--- src/rtl/adder_n.sv ---
// Registered WIDTH-bit adder {cout,sum} = a + b + cin built from 4-bit carry-lookahead groups.
// Optional signed-overflow output ovf is enabled by defining ADDER_N_OVF_EN.
module adder_n #(
    parameter int WIDTH = 16
) (
    input  logic             clk,
    input  logic             rst,
    input  logic             in_valid,
    input  logic [WIDTH-1:0] a,
    input  logic [WIDTH-1:0] b,
    input  logic             cin,
    output logic [WIDTH-1:0] sum,
    output logic             cout,
    output logic             out_valid
`ifdef ADDER_N_OVF_EN
    ,
    output logic             ovf
`endif
);

    localparam int NGRP = WIDTH / 4;

    // Returns {group carry-out, c3, c2, c1, c0}; every carry is in two-level lookahead form.
    function automatic logic [4:0] cla4(input logic [3:0] g, input logic [3:0] p, input logic ci);
        logic c1, c2, c3, gg, pp;
        c1 = g[0] | (p[0] & ci);
        c2 = g[1] | (p[1] & g[0]) | (p[1] & p[0] & ci);
        c3 = g[2] | (p[2] & g[1]) | (p[2] & p[1] & g[0]) | (p[2] & p[1] & p[0] & ci);
        gg = g[3] | (p[3] & g[2]) | (p[3] & p[2] & g[1]) | (p[3] & p[2] & p[1] & g[0]);
        pp = &p;
        return {gg | (pp & ci), c3, c2, c1, ci};
    endfunction

    logic [WIDTH-1:0] g_w;
    logic [WIDTH-1:0] p_w;
    logic [WIDTH:0]   carry_w;
    logic [4:0]       grp_w;
    logic [WIDTH-1:0] sum_d;
    logic             cout_d;

    logic [WIDTH-1:0] sum_q;
    logic             cout_q;
    logic             vld_q;

    always_comb begin
        g_w        = a & b;
        p_w        = a ^ b;
        grp_w      = '0;
        carry_w    = '0;
        carry_w[0] = cin;
        // Group carries ripple from one CLA group into the next.
        for (int i = 0; i < NGRP; i++) begin
            grp_w                = cla4(g_w[4*i +: 4], p_w[4*i +: 4], carry_w[4*i]);
            carry_w[4*i+1 +: 3]  = grp_w[3:1];
            carry_w[4*i+4]       = grp_w[4];
        end
        sum_d  = p_w ^ carry_w[WIDTH-1:0];
        cout_d = carry_w[WIDTH];
    end

    always_ff @(posedge clk) begin
        if (rst) begin
            sum_q  <= '0;
            cout_q <= 1'b0;
            vld_q  <= 1'b0;
        end else begin
            vld_q <= in_valid;
            if (in_valid) begin
                sum_q  <= sum_d;
                cout_q <= cout_d;
            end
        end
    end

    assign sum       = sum_q;
    assign cout      = cout_q;
    assign out_valid = vld_q;

`ifdef ADDER_N_OVF_EN
    logic ovf_d;
    logic ovf_q;

    assign ovf_d = (a[WIDTH-1] == b[WIDTH-1]) && (sum_d[WIDTH-1] != a[WIDTH-1]);

    always_ff @(posedge clk) begin
        if (rst) begin
            ovf_q <= 1'b0;
        end else if (in_valid) begin
            ovf_q <= ovf_d;
        end
    end

    assign ovf = ovf_q;
`endif

endmodule

--- config.mk ---
export PLATFORM = sky130hd
export DESIGN_NAME = adder_n
export DESIGN_NICKNAME = d
export VERILOG_FILES = /design/src/rtl/adder_n.sv
export SDC_FILE = /design/constraint.sdc
export NUM_CORES = 1
export LEC_CHECK = 0
export CAP_MARGIN = 15
export CELL_PAD_IN_SITES_DETAIL_PLACEMENT = 1
export CELL_PAD_IN_SITES_GLOBAL_PLACEMENT = 1
export CORE_UTILIZATION = 31
export CTS_CLUSTER_SIZE = 16
export DETAILED_ROUTE_END_ITERATION = 8
export GPL_TIMING_DRIVEN = 0
export PLACE_DENSITY = 0.78
export SLEW_MARGIN = 25
export SYNTH_ARGS = -nofsm -noshare
export SYNTH_HDL_FRONTEND = slang
export SYNTH_SLANG_ARGS = --single-unit
export TNS_END_PERCENT = 20
--- constraint.sdc ---
create_clock -name clk -period 3.4 [get_ports clk]
set_clock_uncertainty 0.15 [all_clocks]
set_input_delay 0.85 -clock clk [delete_from_list [all_inputs] [get_ports clk]]
set_output_delay 0.85 -clock clk [all_outputs]
set_load 0.005 [all_outputs]
==> flow_summary.ini <==
[run_status]
status = finished, final reports clean

[yosys]
synth_nets = 200
synth_top_family_by_area = adder cells
synth-edff-count = 0
synth_compound_area_share_pct = 21.0
ys.flop_type = dfxtp_1
synthArstFlopShare_pct = 0
synth_fa_ha_area_share_pct = 21.5
synth-seq-cells = 18
synth_area_per_cell_um2 = 9.05
yosys.area_share.simple_pct = 13.3
synthMuxAreaShare_pct = 6.14
synth.distinct_cells = 41
syn_area_um2 = 1300
synth_cells = 144
seq_area_frac_synth_pct = 27.6
synth-xor-area-share_pct = 6.05
yosysWarnings = 0

[cells_and_area]
antenna_cells = 0
mostFrequentLayoutCell = clkdlybuf4s50_1
fin_util_pct = 48.4
stdcell_count = 250
layout-drive-gt1-share_pct = 6.50
final_cell_mix = clkdlybuf4s50_1, dfxtp_1, nor2_1
finalNetCount = 257
area_growth_pct = 49.6

[placed_design]
place_inst = 246
gp_congestion = 0.834
portBuffers = 52
dp.final_hpwl_um = 3020

[floorplan]
io_pins = 54
start_util_pct = 32.4
num_rows = 23
dieArea_um2 = 4470
die_w_um = 66.9
die_h_um = 66.9
core_um2 = 4030

[clocking]
cts_num_sinks = 18
cts.reportedPaths.clkPinSlew_ps = 70
cts_hold_buf = 0
cts_max_path_buffers = 2
cts_tree = yes
cts-root-buf = clkbuf_8
htreeDepth = 1
clock_latency_ps = 260
cts_buffers = 3

[timing]
slew_headroom_pct = 57.7
clock.fmax_mhz = 304
hold-worst-slack_ps = 332
slew_violations = 0
period_share_pct = 96.8
setup-tns-final_ps = 0
min_period_ps = 3290
worstMarginPinSlew_ps = 635
setup_viol = 0
rsz0062_at_grt = no
hold_viol = 0

[setup_path]
critPathKind = in -> reg
startpoint_type = input pin
worstSetupEndpointType = flip-flop
crit_fanout = 4
rrSetupSlack_ps = 2550
critPathRequiredTime_ps = 3420
worstPathArrival_ps = 3310

[routing]
drt_first_pass_iters = 4
first_iter_violations = 34
antenna_left = 0
via_count = 1272
wl_per_cell_um = 14.6
drc = 0
avgViaCountPerCell = 5.09
wl_um = 3650

[global_routing]
track_usage_pct = 17.5
grt_max_degree = 11
grt_pass1_wl_um = 5870
grt_antenna_before_repair = 0
grt_pass1_vias = 1353
grt_overflow = 0

[flow_run]
maxCapViolCount = 0

[min_path]
hold_path_class = reg -> reg

[power]
leakagePower_nw = 0.821
ir_drop_uv = 130
power.density_nw_per_um2 = 348
==> worst paths after layout <==
kind                         endpoint                 from  cells after the start
hold reg to reg   sum[0]$_SDFFE_PP0P_  sum[0]$_SDFFE_PP0P_                      2
setup reg to reg  sum[9]$_SDFFE_PP0P_  sum[9]$_SDFFE_PP0P_                      2
setup / recovery  sum[9]$_SDFFE_PP0P_                 a[5]                     10
hold / removal    sum[0]$_SDFFE_PP0P_  sum[0]$_SDFFE_PP0P_                      2
==> cell usage after synthesis (all sizes together) (2+ instances only) <==
cell    number  area, um^2
dfxtp       18         360
nor2        18        70.1
ha          16         200
inv         11        41.3
mux2i        8        80.1
xnor2        7        61.3
a21oi        6        30.0
nand2        6        22.5
a211oi       5        37.5
nand2b       5        31.3
o21ai        5        28.8
fa           4        80.1
o21a         3        23.8
o22ai        3        18.8
a21o         2        16.3
buf          2        7.51
clkbuf       2        7.51
nand3        2        10.0
o21bai       2        18.8
o31ai        2        15.0
or3          2        12.5
xor2         2        17.5
==> registers in the layout, indices dropped and copies added, names as in the netlist <==
register and cells:
cout 1, out_valid 1, sum 16
==> cells by family after synthesis <==
family	count (synthesis)
AOI/OAI and AO/OA	37
and+or+nand+nor	37
xor gates and xnor gates	9
DFF	18
buffers and inverters	15
muxes	8
adders and majority gates	20
==> power by group <==
group | leakage [nW] | internal [W] | switching (W)
Combinational | 0.643 | 0.000146 | 0.000109
Clock | 0.0288 | 0.000103 | 0.0000774
Sequential | 0.149 | 0.000233 | 0.0000117
Total | 0.821 | 0.000482 | 0.000198
==> what timing repair did <==
action,in CTS,in global routing
endpoints found under the setup margin,0,2
setup buffers,0,0
resized for setup,0,2
hold endpoints to repair,0,0
==> worst max-delay path, stage by stage <==
cell and delay (ps):
clkdlybuf4s50_1 400, ha_1 350, a211oi_2 290, o21ai_2 130, o21ba_2 230, o21ai_0 210, nand2b_1 100, fa_1 380
xnor2_1 140, a211oi_1 240
==> layout make-up <==
cell class	count	area (um^2)
fillers	479	2080
inverters	11	41.3
multi-input cells	111	896
plain buffers	4	15.0
repair buffers	52	520
clock buffers	4	55.1
flip-flops and latches	18	360
well taps	50	62.6
==> routing by layer <==
metal  global-route usage (%)  wire length, um  vias up
li1                         -                -      625
met1                     20.4             1550      589
met2                     32.7             1820       49
met3                     2.40              229        9
met4                     4.79               59        0
met5                        0                0        -
==> per-stage QoR <==
stage                     instance area, um^2  worst slack, ps  power (W)
after CTS                                1940             33.2   0.000685
after floorplan                          1300              493   0.000381
final                                    1950              109   0.000680
after global routing                     1950             8.97   0.000726
after global placement                   1890            -79.9   0.000494
after detailed placement                 1890             -231   0.000502
Note: power is estimated with default switching activity, not from simulation.
